[config.mk]
export PLATFORM = sky130hd
export DESIGN_NAME = seq_div_8bit
export DESIGN_NICKNAME = d
export VERILOG_FILES = /design/src/rtl/div_pkg.sv /design/src/rtl/cla_sub.sv /design/src/rtl/seq_div_8bit.sv
export SDC_FILE = /design/constraint.sdc
export NUM_CORES = 1
export LEC_CHECK = 0
export CORE_AREA = 5 5 95 97
export CTS_CLUSTER_DIAMETER = 50
export DETAILED_ROUTE_END_ITERATION = 12
export DIE_AREA = 0 0 100 102
export DONT_BUFFER_PORTS = 1
export PLACE_DENSITY = 0.5
export SETUP_SLACK_MARGIN = 0.05
export SYNTH_ARGS = -nofsm -noshare
export SYNTH_HDL_FRONTEND = slang
export SYNTH_SLANG_ARGS = --single-unit
[constraint.sdc]
create_clock -name clk -period 11.45 [get_ports clk]
set_input_delay 1.7175 -clock clk [delete_from_list [all_inputs] [get_ports clk]]
set_output_delay 1.7175 -clock clk [all_outputs]
set_load 0.005 [all_outputs]
[src/rtl/div_pkg.sv]
// Shared types and constants for the sequential divider.
// DIV_SIGNED_EN makes the FIX state reachable; its encoding is always reserved.
package div_pkg;

  localparam int DIV_W = 8;
  localparam logic [DIV_W-1:0] DBZ_QUOT = '1;

  typedef enum logic [1:0] {
    ST_IDLE = 2'd0,
    ST_RUN  = 2'd1,
    ST_FIX  = 2'd2,
    ST_DONE = 2'd3
  } div_state_t;

endpackage

[src/rtl/cla_sub.sv]
// Combinational a - b computed as a + ~b + 1 using 4-bit carry-lookahead groups.
// Group carries ripple between groups; borrow is the inverted final carry-out.
module cla_sub #(
  parameter int WIDTH = 9
) (
  input  logic [WIDTH-1:0] a,
  input  logic [WIDTH-1:0] b,
  output logic [WIDTH-1:0] diff,
  output logic             borrow
);
  localparam int NG = (WIDTH + 3) / 4;

  logic [WIDTH-1:0] g;
  logic [WIDTH-1:0] p;

  assign g = a & ~b;
  assign p = a ^ ~b;

  // Each bit's carry is expanded from its group's carry-in, not from the previous bit.
  always_comb begin
    logic [NG:0] gc;
    logic        acc;
    gc    = '0;
    gc[0] = 1'b1;
    acc   = 1'b0;
    diff  = '0;
    for (int k = 0; k < WIDTH; k++) begin
      acc = gc[k/4];
      for (int j = (k/4)*4; j < k; j++) begin
        acc = g[j] | (p[j] & acc);
      end
      diff[k] = p[k] ^ acc;
      if ((k % 4 == 3) || (k == WIDTH - 1)) begin
        gc[k/4 + 1] = g[k] | (p[k] & acc);
      end
    end
    borrow = ~gc[NG];
  end

endmodule

[src/rtl/seq_div_8bit.sv]
// Restoring divider, one quotient bit per clock: done WIDTH cycles after start, 1 cycle for /0.
// No backpressure: start only taken in IDLE; DIV_SIGNED_EN adds signed operands and a FIX cycle.
module seq_div_8bit
  import div_pkg::*;
#(
  parameter int WIDTH = DIV_W
) (
  input  logic             clk,
  input  logic             rst_n,
  input  logic             start,
  input  logic [WIDTH-1:0] dividend,
  input  logic [WIDTH-1:0] divisor,
  output logic             busy,
  output logic             done,
  output logic [WIDTH-1:0] quotient,
  output logic [WIDTH-1:0] remainder,
  output logic             div_by_zero
);
  localparam int CW = $clog2(WIDTH + 1);

  div_state_t       state, state_nxt;
  logic             done_nxt;
  logic [CW-1:0]    count;
  logic [WIDTH-1:0] dvd, dvs, q_sh, q_nxt;
  logic [WIDTH:0]   rem_p, shifted, sub_diff, rem_nxt;
  logic             sub_borrow;
  logic             zero_pend;
  logic             unused_rem_msb;
`ifdef DIV_SIGNED_EN
  logic             neg_q, neg_r;
`endif

  assign shifted = {rem_p[WIDTH-1:0], dvd[WIDTH-1]};

  cla_sub #(.WIDTH(WIDTH + 1)) u_sub (
    .a      (shifted),
    .b      ({1'b0, dvs}),
    .diff   (sub_diff),
    .borrow (sub_borrow)
  );

  assign rem_nxt = sub_borrow ? shifted : sub_diff;
  assign q_nxt   = {q_sh[WIDTH-2:0], ~sub_borrow};
  assign busy    = (state == ST_RUN) || (state == ST_FIX);
  // A restored remainder is always below the divisor, so its top bit is never fed back.
  assign unused_rem_msb = rem_p[WIDTH];

  always_ff @(posedge clk or negedge rst_n) begin
    if (!rst_n) state <= ST_IDLE;
    else        state <= state_nxt;
  end

  always_comb begin
    state_nxt = state;
    done_nxt  = 1'b0;
    case (state)
      ST_IDLE: if (start) state_nxt = (divisor == '0) ? ST_DONE : ST_RUN;
      ST_RUN: begin
        if (count == CW'(1)) begin
`ifdef DIV_SIGNED_EN
          state_nxt = ST_FIX;
`else
          state_nxt = ST_DONE;
          done_nxt  = 1'b1;
`endif
        end
      end
`ifdef DIV_SIGNED_EN
      ST_FIX: begin
        state_nxt = ST_DONE;
        done_nxt  = 1'b1;
      end
`endif
      // Divide-by-zero spends a first DONE cycle posting its results.
      ST_DONE: begin
        if (zero_pend) done_nxt = 1'b1;
        else           state_nxt = ST_IDLE;
      end
      default: state_nxt = ST_IDLE;
    endcase
  end

  always_ff @(posedge clk or negedge rst_n) begin
    if (!rst_n) begin
      done        <= 1'b0;
      quotient    <= '0;
      remainder   <= '0;
      div_by_zero <= 1'b0;
      count       <= '0;
      dvd         <= '0;
      dvs         <= '0;
      q_sh        <= '0;
      rem_p       <= '0;
      zero_pend   <= 1'b0;
`ifdef DIV_SIGNED_EN
      neg_q       <= 1'b0;
      neg_r       <= 1'b0;
`endif
    end else begin
      done <= done_nxt;
      case (state)
        ST_IDLE: begin
          if (start) begin
            rem_p <= '0;
            q_sh  <= '0;
            count <= CW'(WIDTH);
            if (divisor == '0) begin
              dvd       <= dividend;
              dvs       <= divisor;
              zero_pend <= 1'b1;
            end else begin
              div_by_zero <= 1'b0;
`ifdef DIV_SIGNED_EN
              dvd   <= dividend[WIDTH-1] ? -dividend : dividend;
              dvs   <= divisor[WIDTH-1] ? -divisor : divisor;
              neg_q <= dividend[WIDTH-1] ^ divisor[WIDTH-1];
              neg_r <= dividend[WIDTH-1];
`else
              dvd   <= dividend;
              dvs   <= divisor;
`endif
            end
          end
        end
        ST_RUN: begin
          dvd   <= dvd << 1;
          rem_p <= rem_nxt;
          q_sh  <= q_nxt;
          count <= count - CW'(1);
`ifndef DIV_SIGNED_EN
          if (count == CW'(1)) begin
            quotient  <= q_nxt;
            remainder <= rem_nxt[WIDTH-1:0];
          end
`endif
        end
`ifdef DIV_SIGNED_EN
        ST_FIX: begin
          quotient  <= neg_q ? -q_sh : q_sh;
          remainder <= neg_r ? -rem_p[WIDTH-1:0] : rem_p[WIDTH-1:0];
        end
`endif
        ST_DONE: begin
          if (zero_pend) begin
            quotient    <= DBZ_QUOT;
            remainder   <= dvd;
            div_by_zero <= 1'b1;
            zero_pend   <= 1'b0;
          end
        end
        default: ;
      endcase
    end
  end

endmodule
Word-level counts from Yosys, hierarchy flattened
Index checks and enable logic that the tools add are counted.

storage, ports and cells
  bits of input ports = 19
  word-level logic and storage cells = 92
  memories = 0
  output and inout port bits = 19
  RAM bits = 0
  register bits after elaboration = 56
  bits in read-only memories = 0
  bits in latches = 0

operators by class
  bitwise operators = 28
  div/mod/pow operators = 0
  mux-type cells = 30
  eq/ne operators = 10
  add/sub/neg operators = 1
  $mul = 0
  reduce and logical (&&, ||, !) cells = 12
  shift operators = 0
  $lt $le $gt $ge = 0

operator list
  cell                count
  $pmux 8 s2          4
  $mux 8              7
  $pmux 7 s2          1
  $ne 2x2->1 const B  5
  $and 9x9->9         1
  $not 8->9           1
  $or 1x1->1          9
  $reduce_and 3->1    3
  $xor 9x9->9         1
  $and 1x1->1         8
  $logic_not 8->1     1
  $mux 2              4
  $pmux 4 s2          1
  $mux 1              7
  $mux 7              1
  $xor 1x1->1         7
  $pmux 1 s2          3
  $pmux 2 s3          1
  $reduce_bool 2->1   3
  $eq 2x2->1 const B  2
  $eq 4x1->1 const B  1
  $mux 4              1
  $reduce_and 2->1    2
  $reduce_and 4->1    1
  other kinds (6)     6

Depth between registers and ports, before layout
  depth after elaboration = 22
  depth in mapped cells = 16
  gate-level depth less buffers = 15

Modules after synthesis
A second synthesis with hierarchy kept.

unflattened totals
  cells, all modules = 268
  area total of the unflattened synthesis = 2751.4 sq um

modules (own cells, without submodules)
  module        cells an instance  area each (sq um)  seq. area each (sq um)  times used
  seq_div_8bit  241                2511.2             1401.3                  1
  cla_sub       27                 240.2              0.0                     1

Least setup slack after synthesis
OpenSTA, ideal clock, no wires.

  path kind = flip-flop to flip-flop
  from = register dvd[7]
  to = register remainder[7]
  required time = 11.325 ns
  cell stages (with the launch flop) = 17
  buffers on the path = 1
  setup time = 0.125 ns
  path slack = 7.566 ns
  arrival = 3.759 ns
  period minus slack after synthesis = 3.884 ns
  path through = dfrtp_1 inv_1 ha_1 inv_1 fa_1 fa_1 fa_1 fa_1 fa_1 inv_1 fa_1 fa_1 nor2b_1 buf_2 nor2_1 o31a_1 mux2_2

on the way
  cells in the longest elaborated chain, start to end = 21
  elaborated cells on any way between the ends = 24
  classes of those cells = 4 x mux; 20 x bitwise

RTL lines
  element                                            RTL line                      RTL
  from (decl)                                        seq_div_8bit.sv:24            logic [WIDTH-1:0] dvd, dvs, q_sh, q_nxt;
  from (signal assigned)                             seq_div_8bit.sv:108           dvd <= dividend;
  from (signal assigned)                             seq_div_8bit.sv:119           dvd <= dividend;
  from (signal assigned)                             seq_div_8bit.sv:126           dvd <= dvd << 1;
  $and 9x9->9 / $xor 9x9->9 (equally long branches)  cla_sub.sv:16, cla_sub.sv:17
  $or 1x1->1                                         cla_sub.sv:30                 acc = g[j] | (p[j] & acc);
  $and 1x1->1                                        cla_sub.sv:30
  $or 1x1->1                                         cla_sub.sv:30
  $and 1x1->1                                        cla_sub.sv:30
  $or 1x1->1                                         cla_sub.sv:30
  $and 1x1->1                                        cla_sub.sv:34                 gc[k/4 + 1] = g[k] | (p[k] & acc);
  $or 1x1->1                                         cla_sub.sv:34
  [5 not listed]                                     -
  $or 1x1->1                                         cla_sub.sv:30
  $and 1x1->1                                        cla_sub.sv:34
  $or 1x1->1                                         cla_sub.sv:34
  $and 1x1->1                                        cla_sub.sv:34
  $or 1x1->1                                         cla_sub.sv:34
  $mux 8                                             seq_div_8bit.sv:42            assign rem_nxt = sub_borrow ? shifted : sub_diff;
  $mux 8                                             seq_div_8bit.sv:131           if (count == CW'(1)) begin
  $pmux 8 s2 *                                       seq_div_8bit.sv:101           case (state)
  to (signal assigned)                               seq_div_8bit.sv:133           remainder <= rem_nxt[WIDTH-1:0];
  to (signal assigned)                               seq_div_8bit.sv:146           remainder <= dvd;
  to (decl)                                          seq_div_8bit.sv:16            output logic [WIDTH-1:0] remainder,

Every way passes the cells marked *; elsewhere a longest branch is shown, timed or not. The select of a mux whose other input is x is not followed.
A chain may end at the register's enable or synchronous reset.

Final worst setup path
  from = register dvd[7]
  to = register remainder[3]

on the way
  cells in the longest elaborated chain, start to end = 21
  elaborated cells on any way between the ends = 23
  classes of those cells = 3 x mux; 20 x bitwise

RTL lines
  element                                            RTL line
  $and 9x9->9 / $xor 9x9->9 (equally long branches)  cla_sub.sv:16, cla_sub.sv:17
  $or 1x1->1 *                                       cla_sub.sv:30
  $and 1x1->1 *                                      cla_sub.sv:30
  $or 1x1->1 *                                       cla_sub.sv:30
  $and 1x1->1 *                                      cla_sub.sv:30
  $or 1x1->1 *                                       cla_sub.sv:30
  $and 1x1->1                                        cla_sub.sv:34
  $or 1x1->1                                         cla_sub.sv:34
  [5 not listed]                                     -
  $or 1x1->1                                         cla_sub.sv:30
  $and 1x1->1                                        cla_sub.sv:34
  $or 1x1->1                                         cla_sub.sv:34
  $and 1x1->1                                        cla_sub.sv:34
  $or 1x1->1                                         cla_sub.sv:34
  $mux 8 *                                           seq_div_8bit.sv:42
  $mux 8 *                                           seq_div_8bit.sv:131
  $pmux 8 s2 *                                       seq_div_8bit.sv:101

Marks and branches as above.

==> results.md <==
* Lkg Pwr at ~1.3 nW
* Hold Violations, Final at 0
* Simple-Gate Fraction of Synth Area at 0.0955
* Synth Area in Adders at 0.0782
* Detail Route Antenna Nets at 0
* Most used cell, CP: fa_1
* Flops & latches, synth at 56
* Final Cell Area at 2930 µm²
* Cell total after placement at around 340
* Syn_area_per_cell at ~11 µm²
* CP max stage cell: nor2b_1
* Pwr/cell area at between 300 and 400 nW/µm²
* Worst hold stages at 2
* Die Footprint at ~10000 µm²
* Max clock buf depth at 2
* Main combinational cell family by area after synthesis: compound AO/OA/AOI/OAI gates
* TritonCTS clock tree: yes
* Max-Cap Viols at 0
* H-tree depth at 2
* Max IR drop VDD at 88.5 µV
* Post-route DRC at 0
* Critical-path cell list: inv_1 > ha_1 > inv_1 > fa_1 > fa_1 > fa_1 > fa_1 > fa_1 > inv_1 > fa_1 > fa_1 > nor2b_1 > mux2i_1 > o21ai_0 > mux2_2
* Mux cell area share after synthesis at 0.123
* Hold Buf Count CTS at 0
* Crit-path max cell delay at approximately 0.62 ns
* Final Max Tran Viols at 0
* Hold Slack at approximately 0.49 ns
* Via Count at 1733
* Diode count at 0
* Most common cell in the netlist: dfrtp_1
* First-pass GRT wire length at 9620 µm
* Fin crit period at 4.50 ns
* Num rows at 33
* Die Y at 102 µm
* Initial antenna violation count at 0
* Cell Area, Placed at ~2800 µm²
* Routed WL at ~5800 µm
* Ys async rst share at 1.00
* Cell taking the most area after synthesis: dfrtp_1
* Vias in the first global route at between 1500 and 2000
* Count of different cell masters after synthesis at 32
* Synth warn at 0
* Final #Nets at 278
* Crit Reg-Reg Endpoint: remainder[3]
* Routability congestion estimate at around 0.73
* Die width at about 100 µm
* Post-synthesis xor/xnor area fraction at 0
* Detailed Routing Iterations Pass 1 at 4
* Reg2reg path depth at 15
* Initial DRC Count at 47
* Reg-to-reg slack, setup at roughly 7 ns
* Class of the worst hold path: flop to flop
* Layout cells sized above 1 at 0.150
* Num CTS Buffers at 5
* Synth top cells by count: dfrtp_1 (56), nand2_1 (26), nor2_1 (23), o21ai_0 (23)
* Most used DFF post-synth: dfrtp_1
* Seq/Total Area, Yosys at 0.509
* Post-CTS Setup Inserts at 0
* Gr ovfl total at 0
* Buf+Inv Stages, Crit Path at 3
* Worst flop-to-flop path startpoint: dvd[7]
* Worst-Margin Slew at between 1 and 1.5 ns
* Io pins at 38
* Worst Path Max Fanout at 8
* Area share of the largest cell type after synthesis at 0.509
* Setup_tns at 0 ns
* Synthesized area at approximately 2800 µm²
* Synthesis-to-finish area growth at 6.55%
* Post-Synthesis Cells at between 200 and 250
* CTS Root Cell: clkbuf_8
* Startpoint types: flop
* F_max at approximately 220 MHz
* # setup viols final at 0
* Starting Density at 0.342
* RSZ-0062 raised after global routing: false
* CP delay by family, top: adder cells
* Vias/cell at 4.92
* Layout Cells excl Fill at between 300 and 400
* Fin crit share at 0.393
* Clock transition at the registers of the reported paths at 0.10 ns
* Post-synth EDFFs at 0
* Crit. End Element: flop
* Syn Nets at around 280
* Top area cells in the synthesized netlist: dfrtp_1 (51%), mux2i_1 (6.2%), mux2_2 (6.1%), fa_1 (5.1%), o21ai_0 (4.2%)
* Worst Path Required at 11.65 ns
* Slew margin rel. at 0.312
* Post-synthesis compound-gate area fraction at 0.149
* Placeable Area at around 8000 µm²
* Crit Path Class: flop to flop
* Largest net degree at the start of global routing at 57
* Total track usage at 0.119
* Setup Skew at about 0.0036 ns
* Status: finished clean
* Wire length per cell at ~16 µm
* Post-cts sizing count at 0
* Post-DP HPWL at just over 4000 µm
* Hold Startpoint: rem_p[5]
* Hold EP: rem_p[5]
* Clk sink count at 56
* Clock latency at the later pin of the worst-skew pair at 0.30 ns
* Arr. time, crit path at 4.70 ns
* Port Buffers at 0
[layer usage]
layer | track usage | wire length (µm) | vias up
li1 | - | - | 839
met1 | 0.170 | 2880 | 858
met2 | 0.177 | 2500 | 34
met3 | 0.0396 | 351 | 2
met4 | 0.0280 | 30 | 0
met5 | 0 | 0 | -
[worst min-delay path: stages, from the launching register on]
cell     delay (ns)
dfrtp_1        0.35
nand2_1        0.04
o21ai_0        0.06
[power by group]
group          switching (W)  internal (W)
Combinational       0.000250      0.000186
Clock              0.0000632     0.0000496
Sequential         0.0000625      0.000282
Total               0.000376      0.000518
[placed cells by master, fill, tap and decap left out, drive strengths merged]
cell     count
o2bb2ai      2
nand2       26
inv         17
o21bai       1
mux2i       17
nor2        23
a2111oi      1
a21bo        1
clkbuf       8
nor3         2
nand3        2
a211oi       1
o31a         1
a21oi       16
fa           7
nor2b        3
mux2        15
or3b         1
a22o         9
and4b        1
nand2b       2
ha           6
nor4         1
buf          2
o32a         2
o21ai       24
dfrtp       56
[worst max-delay path by stage]
stage / from / to / depth (start not counted)
finish: dvd[7] / remainder[3] / 15
global placement: dvd[7] / remainder[3] / 15
CTS: dvd[7] / remainder[3] / 15
floorplan: dvd[7] / remainder[7] / 16
global route: dvd[7] / remainder[4] / 15
detailed placement: dvd[7] / remainder[2] / 15
[cells by family (layout without fill, tap and decap cells)]
group / count (synthesis) / after routing
buffers and inverters: 29 / 27
muxes: 32 / 32
adders and majority gates: 13 / 13
and+or+nand+nor: 61 / 61
DFF: 56 / 56
AOI/OAI and AO/OA: 58 / 58
[stage by stage]
step,power [W],worst slack (ns),utilization
6_report,0.000894,6.95,0.364
3_5_place_dp,0.000793,6.95,0.353
3_3_place_gp,0.000786,6.98,0.353
2_1_floorplan,0.000692,7.57,-
4_1_cts,0.000909,6.91,0.364
5_1_grt,0.000981,6.66,0.364
[final cells by class]
class / count / area (µm²)
Inverter: 17 / 63.8
Sequential cell: 56 / 1400
Timing Repair Buffer: 2 / 15.0
Clock buffer: 8 / 90.1
Multi-Input combinational cell: 164 / 1230
Fill cell: 823 / 5120
Tap cell: 105 / 131
[state kept, by name, summed over array words and instances, names as in the netlist]
name / cells
dvd: 8
dvs: 8
quotient: 8
rem_p: 8
remainder: 8
q_sh: 7
count: 4
state: 2
div_by_zero: 1
done: 1
zero_pend: 1
Note: power is estimated with default switching activity, not from simulation.
